$ cat src/rtl/vec_alu_pkg.sv
// Shared types and helpers for the vector reduction ALU.
package vec_alu_pkg;

  localparam int unsigned MAX_BITS = 64;

  typedef enum logic [1:0] {
    RED_ADD = 2'b00,
    RED_MAX = 2'b01,
    RED_MIN = 2'b10,
    RED_XOR = 2'b11
  } reduce_op_t;

  // Identity at full width; callers truncate to their element width.
  function automatic logic [MAX_BITS-1:0] red_identity(input reduce_op_t op);
    return (op == RED_MIN) ? {MAX_BITS{1'b1}} : {MAX_BITS{1'b0}};
  endfunction

endpackage

$ cat src/rtl/reduce_op_unit.sv
// Combinational two-operand reduction step: ADD (wrapping), unsigned MAX/MIN, XOR.
module reduce_op_unit
  import vec_alu_pkg::*;
#(
  parameter int unsigned BITS = 8
) (
  input  logic [BITS-1:0] a,
  input  logic [BITS-1:0] b,
  input  reduce_op_t      op,
  output logic [BITS-1:0] y
);

  always_comb begin
    y = '0;
    case (op)
      RED_ADD: y = a + b;
      RED_MAX: y = (a >= b) ? a : b;
      RED_MIN: y = (a <= b) ? a : b;
      RED_XOR: y = a ^ b;
      default: y = '0;
    endcase
  end

endmodule

$ cat src/rtl/reduce_vector_alu.sv
// Snapshots a vector on set and folds its first in_len elements, one per enabled clock.
module reduce_vector_alu
  import vec_alu_pkg::*;
#(
  parameter int unsigned BITS = 8,
  parameter int unsigned N    = 8
) (
  input  logic                   clk,
  input  logic                   rst,
  input  logic                   en,
  input  logic                   set,
  input  logic [BITS-1:0]        in [N-1:0],
  input  logic [$clog2(N+1)-1:0] in_len,
  input  logic [1:0]             sel,
  output logic [BITS-1:0]        out,
  output logic                   done
);

  localparam int unsigned LW = $clog2(N + 1);
  localparam int unsigned IW = (N > 1) ? $clog2(N) : 1;

  typedef enum logic {IDLE, RUN} state_t;

  state_t          state;
  logic [BITS-1:0] vec [N-1:0];
  reduce_op_t      op;
  logic [LW-1:0]   len;
  logic [LW-1:0]   idx;
  logic [BITS-1:0] acc;
  logic [BITS-1:0] y;
  logic [BITS-1:0] ident;
  logic [BITS-1:0] elem;
  logic [LW-1:0]   len_clamped;
  logic [LW-1:0]   idx_next;
  logic            start;

  assign len_clamped = (in_len > LW'(N)) ? LW'(N) : in_len;
  assign ident       = BITS'(red_identity(reduce_op_t'(sel)));
  assign elem        = vec[idx[IW-1:0]];
  assign idx_next    = idx + LW'(1);
  assign start       = en && set && (state == IDLE);

  reduce_op_unit #(.BITS(BITS)) u_op (
    .a  (acc),
    .b  (elem),
    .op (op),
    .y  (y)
  );

  // Operand snapshot; contents are don't-care until the first start.
  always_ff @(posedge clk) begin
    if (start) vec <= in;
  end

  always_ff @(posedge clk) begin
    if (rst) begin
      state <= IDLE;
      out   <= '0;
      done  <= 1'b0;
      idx   <= '0;
      acc   <= '0;
      len   <= '0;
      op    <= RED_ADD;
    end else if (en) begin
      case (state)
        IDLE: begin
          if (set) begin
            op  <= reduce_op_t'(sel);
            len <= len_clamped;
            idx <= '0;
            acc <= ident;
            // Zero-length reductions complete on the start edge itself.
            if (len_clamped == '0) begin
              out  <= ident;
              done <= 1'b1;
            end else begin
              done  <= 1'b0;
              state <= RUN;
            end
          end
        end
        RUN: begin
          acc <= y;
          idx <= idx_next;
          if (idx_next == len) begin
            out   <= y;
            done  <= 1'b1;
            state <= IDLE;
          end
        end
        default: state <= IDLE;
      endcase
    end
  end

endmodule

$ cat config.mk
export PLATFORM = sky130hd
export DESIGN_NAME = reduce_vector_alu
export DESIGN_NICKNAME = d
export VERILOG_FILES = /design/src/rtl/vec_alu_pkg.sv /design/src/rtl/reduce_op_unit.sv /design/src/rtl/reduce_vector_alu.sv
export SDC_FILE = /design/constraint.sdc
export NUM_CORES = 1
export LEC_CHECK = 0
export CAP_MARGIN = 15
export CORE_MARGIN = 8
export CORE_UTILIZATION = 53
export DETAILED_ROUTE_END_ITERATION = 12
export PLACE_DENSITY_LB_ADDON = 0.12
export SLEW_MARGIN = 20
export SYNTH_ARGS = -nofsm -noshare
export SYNTH_HDL_FRONTEND = slang
export SYNTH_SLANG_ARGS = --single-unit
$ cat constraint.sdc
create_clock -name clk -period 3.5 [get_ports clk]
set_input_delay 0.7 -clock clk [delete_from_list [all_inputs] [get_ports clk]]
set_output_delay 0.7 -clock clk [all_outputs]
set_load 0.01 [all_outputs]
# --- Word-level counts from Yosys, hierarchy flattened ---
# Index checks and enable logic that the tools add are counted.
totals:
  in_bits: 74
  ff_bits: 92
  elab_cells: 62
  out_inout_bits: 9
op_classes:
  n_bitwise: 2
  n_lt_le_gt_ge: 4
  n_eq_ne: 8
  n_addsub: 2
  n_mux: 23
  n_reduce_logical: 8
op_table:
  columns: ["op", "count"]
  rows:
  - ["8-bit 2-to-1 mux", 8]
  - ["8-bit case mux with 2 select lines", 2]
  - ["8-bit case mux with 4 select lines", 1]
  - ["8-bit binary-select mux with 3-bit select", 1]
  - ["8-bit adder", 1]
  - ["8-bit greater-or-equal comparator", 1]
  - ["8-bit less-or-equal comparator", 1]
  - ["4-bit 2-to-1 mux", 2]
  - ["4-bit case mux with 2 select lines", 1]
  - ["8-bit XOR", 1]
  - ["2-bit equality test, second input constant", 3]
  - ["1-bit 2-to-1 mux", 6]
  - ["3-bit AND reduction", 2]
  - ["4-bit by 1-bit adder with 4-bit output, second input constant", 1]
  - ["4-bit equality test", 1]
  - ["4-bit > comparator, second input constant", 1]
  - ["4-bit logical NOT", 1]
  - ["3-bit by 4-bit less-than comparator with 1-bit output, second input constant", 1]
  - ["2-bit by 1-bit != test with 1-bit output, second input constant", 2]
  - ["1-bit case mux with 2 select lines", 2]
  - ["4-bit AND reduction", 1]
  - ["2-bit by 1-bit equality test with 1-bit output, second input constant", 1]
  - ["1-bit logical AND", 2]
  - ["2-bit logical NOT", 1]
  - ["other kinds (3)", 3]

# --- Longest topological paths before layout ---
# Gate-level depths: netlist (run 1).
logic_depth:
  word_depth: 7
  depth_mapped: 15
  depth_no_buf: 13

# --- Hierarchy ---
# From an unflattened synthesis (run 1), not the netlist that was laid out.
unflattened:
  hier_cells: 365
  hier_area_um2: 4715.8
modules_own_cells:
  columns: ["mod", "seq_area_each_um2", "n_inst", "cells_each", "area_each_um2"]
  rows:
  - ["reduce_vector_alu", 2482.4, 1, 217, 3662.3]
  - ["reduce_op_unit", 0.0, 1, 148, 1053.5]

# --- Worst setup path before layout (run 1) ---
# Ideal clock, no wire load.
synth_timing:
  path_type: "register -> register"
  start: "reg idx[0]"
  end: "reg acc[5]"
  setup_slack_ps: 333
  t_required_ps: 3439
  setup_ps: 61
  synth_period_minus_slack_ps: 3167
  path_stages_with_launch: 14
  n_path_buf: 2
  arrival_ps: 3107
  cell_sequence: "dfxtp_1 -> buf_6 -> buf_12 -> mux4_2 -> mux2_4 -> inv_1 -> ha_1 -> nor2b_1 -> o211ai_1 -> a31oi_1 -> nor2_2 -> nor3_1 -> o32ai_1 -> o221a_1"
synth_via:
  elab_chain_len: 6
  word_cells_on_any_way: 10
  classes_between: "add/sub (1); order compare (2); mux (6); bitwise (1)"
synth_rtl:
  columns: ["element", "line_no", "rtl"]
  rows:
  - ["start, declared", "reduce_vector_alu.sv:28", "logic [LW-1:0] idx;"]
  - ["start signal, assigned", "reduce_vector_alu.sv:84", "idx <= idx_next;"]
  - ["8-bit binary-select mux with 3-bit select *", "reduce_vector_alu.sv:39", "assign elem = vec[idx[IW-1:0]];"]
  - ["8-bit 2-to-1 mux (implied by the code) *", "reduce_vector_alu.sv:39", null]
  - ["8-bit less-or-equal comparator / 8-bit greater-or-equal comparator (equally long branches)", "reduce_op_unit.sv:18, reduce_op_unit.sv:17", null]
  - ["8-bit 2-to-1 mux, on equally long branches", "reduce_op_unit.sv:18, reduce_op_unit.sv:17", null]
  - ["8-bit case mux with 4 select lines *", "reduce_op_unit.sv:15", "case (op)"]
  - ["8-bit case mux with 2 select lines *", "reduce_vector_alu.sv:65", "case (state)"]
  - ["end signal, assigned", "reduce_vector_alu.sv:71", "acc <= ident;"]
  - ["end signal, assigned", "reduce_vector_alu.sv:83", "acc <= y;"]
  - ["end, declared", "reduce_vector_alu.sv:29", "logic [BITS-1:0] acc;"]
# Every way passes the cells marked *; elsewhere a longest branch is shown, timed or not. The select of a mux whose other input is x is not followed.
# A chain may end at the register's enable or synchronous reset.

# --- Final worst setup path (run 1) ---
layout_timing:
  start: "reg idx[0]"
  end: "reg out[6]"
layout_via:
  elab_chain_len: 7
  word_cells_on_any_way: 15
  classes_between: "add/sub (2); order compare (2); eq/ne (2); mux (7); bitwise (1); reduce/logical (1)"
layout_rtl:
  columns: ["element", "line_no", "rtl"]
  rows:
  - ["8-bit binary-select mux with 3-bit select", "reduce_vector_alu.sv:39", null]
  - ["8-bit 2-to-1 mux (implied by the code)", "reduce_vector_alu.sv:39", null]
  - ["8-bit less-or-equal comparator / 8-bit greater-or-equal comparator (equally long branches)", "reduce_op_unit.sv:18, reduce_op_unit.sv:17", null]
  - ["8-bit 2-to-1 mux, on equally long branches", "reduce_op_unit.sv:18, reduce_op_unit.sv:17", null]
  - ["8-bit case mux with 4 select lines", "reduce_op_unit.sv:15", null]
  - ["8-bit 2-to-1 mux", "reduce_vector_alu.sv:85", "if (idx_next == len) begin"]
  - ["8-bit case mux with 2 select lines", "reduce_vector_alu.sv:65", null]
  - ["end signal, assigned", "reduce_vector_alu.sv:74", "out <= ident;"]
  - ["end signal, assigned", "reduce_vector_alu.sv:86", "out <= y;"]
  - ["end, declared", "reduce_vector_alu.sv:15", "output logic [BITS-1:0] out,"]
# Parallel ways exist; a longest one is shown, timed or not. The select of a mux whose other input is x is not followed.

==> qor.txt, run 1 <==
CP startpoint kind: register
Netlist cell types: 58
Placed Cells: 554
mapped cell area: 0.00455 mm²
Layout area overhead: 27.1%
Clock Pin Slew Worst Setup and Hold Paths: 0.09 ns
CTS H-tree lvls: 3
CP top delay family: compound AO/OA/AOI/OAI gates
Die W: 109 µm
fraction of layout cells with a size suffix above 1: 0.139
setup TNS: 0 ns
cell row count: 34
cell mode on critical path: a31oi_1
fin crit period: 3.36 ns
WL final: 10,700 µm
Post-synth ARST share: 0
CTS max path bufs: 2
Max Clock Skew: 0.00806 ns
nets: 555
Final Hold Violating Endpoints: 0
pwr/cell area: 417 mW/mm²
Worst-Margin Slew: 0.736 ns
DR vias: 3,384
Layout Utilization: 0.680
post-synth top area cell: edfxtp_1
status: finished clean
initial antenna violation count: 0
maxcap violations: 0
Pins Over Slew Limit: 0
Via-to-Cell Ratio: 5.89
Chip Height: 109 µm
drt first pass iters: 5
Starting DRT DRC Count: 167
grt ovf: 0
Tcrit/Tclk final: 0.959
Initial Utilization: 0.535
Max Fclk: 0.298 GHz
relative slew slack: 0.508
global-route wire length before repair: 17,000 µm
Post-route DRC: 0
Critical Path RT: 3.76 ns
root buffer cell: clkbuf_8
leading post-synthesis cells by cell area: edfxtp_1, dfxtp_1, mux4_2, ha_1, a21oi_1
#FFs+latches synth: 92
number of synthesized flops with an enable pin: 64
non-filler cells, final: 575
ANT nets after route: 0
Top FF cell, synth: edfxtp_1
sequential area share after synthesis: 0.545
largest net degree at the start of global routing: 66
Final Power: 2.42 mW
largest fanout on the critical path: 6
buffer and inverter count on the worst path: 2
Ports: 83
Worst path max stage delay: 0.49 ns
WS Path Type: register to register
min-delay worst type: register to register
Final setup viols: 0
critical path cell sequence: buf_12 -> mux4_2 -> mux2_2 -> inv_2 -> ha_2 -> o21bai_1 -> a21oi_2 -> or4b_1 -> a31o_1 -> a31oi_1 -> a31oi_1 -> a211oi_1
most frequent cell after synthesis: edfxtp_1
Synth Net Count: 466
Diodes inserted: 0
I/O Buffers: 82
TritonCTS Buffers: 9
Placer Congestion: 0.968
gate count after technology mapping: 373
WHS: 0.493 ns
CTS tree: built
Pleak: 1.98 nW
Avg Inst Size Synth: 12.2 µm²
commonest cells in the synthesized netlist: edfxtp_1, a21oi_1, dfxtp_1
GRT Util Overall: 0.185
CP max stage cell: mux4_2
WL/cell: 18.7 µm
core area: 0.00851 mm²
Sink Count: 92
hpwl dp: 7970 µm
number of global-route vias before repair: 3,481
die footprint: 0.0118 mm²
Max VDD drop: 0.000257 V
Critical Path Sink Type: register
Clk Latency, worst-skew pair: 0.35 ns
yosys warns: 0
top-area cell type share of the netlist area: 0.422
crit path DAT: 3.61 ns
[sequential cells by signal, indices dropped and copies added, names as in the netlist]
register / flops
acc: 8
done: 1
idx: 4
len: 4
op: 2
out: 8
state: 1
vec: 64
[report_power, final]
group          internal, mW  total (mW)  switching (mW)  leakage (nW)
Sequential             1.22        1.25          0.0364         0.824
Clock                 0.335       0.711           0.376         0.103
Combinational         0.226       0.450           0.224          1.05
Total                  1.78        2.42           0.636          1.98
[through the flow]
| stage | worst slack, ns | cell area, µm² |
|---|---|---|
| after floorplan | 0.333 | 4550 |
| after global placement | 0.121 | 5490 |
| after detailed placement | 0.0802 | 5490 |
| after CTS | 0.0602 | 5690 |
| after global routing | -0.0165 | 5790 |
| final | 0.145 | 5790 |
[cells in the final DEF (no fill, tap or decap), types with 6 or more instances in the layout]
cell type / n
a21oi_1: 32
a31oi_1: 8
buf_4: 7
clkbuf_8: 9
clkdlybuf4s50_1: 82
dfxtp_1: 27
edfxtp_1: 64
ha_1: 17
inv_1: 12
mux4_2: 16
nand2_1: 17
nand3_1: 12
nor2_1: 25
nor3_1: 9
o21ai_0: 22
o21ai_1: 9
xnor2_1: 6
[worst register-to-register path, delay by kind of cell, from the launching register on]
kind,cells,cell delay (ns)
AO/OA/AOI/OAI,6,1.07
multiplexers,2,0.82
flip-flops,1,0.40
buffers and inverters,2,0.21
adder cells (fa/ha/maj),1,0.30
AND/OR/NAND/NOR,1,0.47
[final cells by class]
class / count / area [µm²]
Clock buffer: 9 / 124
Clock inverter: 7 / 76.3
Timing Repair Buffer: 93 / 963
Sequential cell: 92 / 2490
Inverter: 18 / 67.6
Tap cell: 108 / 135
Multi-Input combinational cell: 248 / 1930
Fill cell: 644 / 2720
[per-layer routing]
metal  GRT usage  vias up  wire [µm]
met5           0        -          0
met1       0.228     1632       4360
met3      0.0396       22        698
met2       0.306      121       5440
met4      0.0880        0        251
li1            -     1609          -
[final timing paths]
| path | startpoint | end | slack [ns] | cells past startpoint |
|---|---|---|---|---|
| max | idx[0]$_SDFFE_PP0P_ | out[6]$_SDFFE_PP0P_ | 0.14 | 12 |
| min | len[3]$_SDFFE_PP0P_ | len[3]$_SDFFE_PP0P_ | 0.49 | 2 |
| max reg2reg | idx[0]$_SDFFE_PP0P_ | out[6]$_SDFFE_PP0P_ | 0.14 | 12 |
| min reg2reg | len[3]$_SDFFE_PP0P_ | len[3]$_SDFFE_PP0P_ | 0.49 | 2 |
[kinds of logic after synthesis]
logic type,Yosys count,synth area share
AO/OA/AOI/OAI,107,0.147
XOR/XNOR,10,0.0192
adder cells (fa/ha/maj),19,0.0539
multiplexers,26,0.106
AND/OR/NAND/NOR,86,0.0940
flip-flops,92,0.545
buffers and inverters,33,0.0344
[timing repair]
| item | in CTS | in global routing |
|---|---|---|
| endpoints found under the setup margin | 0 | 16 |
| endpoints found under the hold margin | 0 | 0 |
| hold buffers | 0 | 0 |
| resized for setup | 0 | 8 |
| setup buffers | 0 | 3 |
Power figures use the tool's default switching activity.
==> run 2: changes to the inputs <==
Settings changed: GPL_ROUTABILITY_DRIVEN set to 0.
==> qor.txt, run 2 (synthesis gave the netlist of run 1 again) <==
status: finished clean
global-route wire length before repair: 17,100 µm
Ports: 83
Tcrit/Tclk final: 0.975
hpwl dp: 7970 µm
Critical Path RT: 3.74 ns
min-delay worst type: register to register
Max Fclk: 0.293 GHz
crit path DAT: 3.65 ns
WL/cell: 18.3 µm
Top reg by flops: vec
fin crit period: 3.41 ns
Critical Path Sink Type: register
max FFs per register: 64
Worst-Margin Slew: 0.734 ns
root buffer cell: clkbuf_8
Clock Pin Slew Worst Setup and Hold Paths: 0.10 ns
cell row count: 34
Max VDD drop: 0.000239 V
CTS Hold Bufs: 0
pwr/cell area: 423 mW/mm²
Initial Utilization: 0.535
Diodes inserted: 0
grt ovf: 0
WL final: 10,600 µm
Via-to-Cell Ratio: 5.85
Final Hold Violating Endpoints: 0
I/O Buffers: 82
total of fill cells in the finished design: 661
setup ws final: 0.0892 ns
Placed Cells: 556
Clk Latency, worst-skew pair: 0.36 ns
Pleak: 2.00 nW
worst slack, placed: 0.0838 ns
fraction of layout cells with a size suffix above 1: 0.161
CP startpoint kind: register
DR vias: 3,386
GRT Util Overall: 0.185
Sink Count: 92
CTS max path bufs: 2
die footprint: 0.0118 mm²
most frequent cells in the layout: clkdlybuf4s50_1, edfxtp_1, a21oi_1
drt first pass iters: 5
crit path from: idx[0]$_SDFFE_PP0P_
largest registers: vec: 64 flops, acc: 8 flops, out: 8 flops
Layout area overhead: 27.5%
Final setup viols: 0
largest fanout on the critical path: 11
Starting DRT DRC Count: 192
Die W: 109 µm
WS Path Type: register to register
initial antenna violation count: 0
relative slew slack: 0.508
nets: 559
WHS: 0.473 ns
worst reg2reg path startpoint: idx[0]$_SDFFE_PP0P_
Chip Height: 109 µm
number of global-route vias before repair: 3,440
largest net degree at the start of global routing: 66
non-filler cells, final: 579
Post-route DRC: 0
CTS H-tree lvls: 3
maxcap violations: 0
commonest non-fill, non-tap cell in the layout: clkdlybuf4s50_1
core area: 0.00851 mm²
CTS tree: built
Pins Over Slew Limit: 0
min-delay src: len[3]$_SDFFE_PP0P_
TritonCTS Buffers: 9
setup TNS: 0 ns
ANT nets after route: 0
Max Clock Skew: 0.00790 ns
## run 2: changes by cell type in the layout (fill, tap and decap cells not counted), sizes merged
cell	before	now
buf	9	15
clkbuf	11	9
clkinv	7	3
inv	17	21
## run 2: metal layers
layer  track usage  wire length [µm]  vias up
met4        0.0645               227        0
li1              -                 -     1617
met5             0                 0        -
met1         0.229              4360     1637
met3        0.0479               608       24
met2         0.307              5390      108
## run 2: power by group
| part | leakage [nW] | switching [mW] | internal (mW) |
|---|---|---|---|
| Clock | 0.109 | 0.404 | 0.349 |
| Sequential | 0.825 | 0.0369 | 1.22 |
| Combinational | 1.07 | 0.223 | 0.222 |
| Total | 2.00 | 0.664 | 1.79 |
## run 2: final timing paths
kind                            depth (start not counted)             endpoint  slack (ns)
worst max-delay path                                   13  acc[4]$_SDFFE_PP0P_        0.09
worst min-delay path                                    2  len[3]$_SDFFE_PP0P_        0.47
worst max register to register                         13  acc[4]$_SDFFE_PP0P_        0.09
worst min register to register                          2  len[3]$_SDFFE_PP0P_        0.47
## run 2: through the flow
stage / util / total power [mW] / area, µm²
after global placement: 0.645 / 1.69 / 5490
after detailed placement: 0.645 / 1.70 / 5490
final: 0.682 / 2.45 / 5810
after global routing: 0.682 / 2.56 / 5810
after CTS: 0.670 / 2.45 / 5700
after floorplan: - / 1.53 / 4550
## run 2: critical path, cell delays in order, from the launching register on
cell      delay (ns)
dfxtp_2         0.36
buf_6           0.17
mux4_2          0.50
mux2_4          0.30
inv_1           0.10
ha_1            0.27
nor2b_1         0.15
o211ai_1        0.32
buf_4           0.19
a31o_2          0.21
nand2_1         0.14
nor3_1          0.28
o32a_1          0.23
a21oi_1         0.07
## run 2: timing repair
item | CTS | global route
setup buffers | 0 | 7
endpoints found under the setup margin | 0 | 16
resized for setup | 0 | 15
## run 2: area by class of cell
cell class,instances,area [µm²],share of cell area
inverters,18,67.6,0.0116
flip-flops and latches,92,2490,0.428
multi-input cells,248,1950,0.336
clock inverters,7,87.6,0.0151
well taps,108,135,0.0233
clock buffers,9,124,0.0213
repair buffers,97,953,0.164
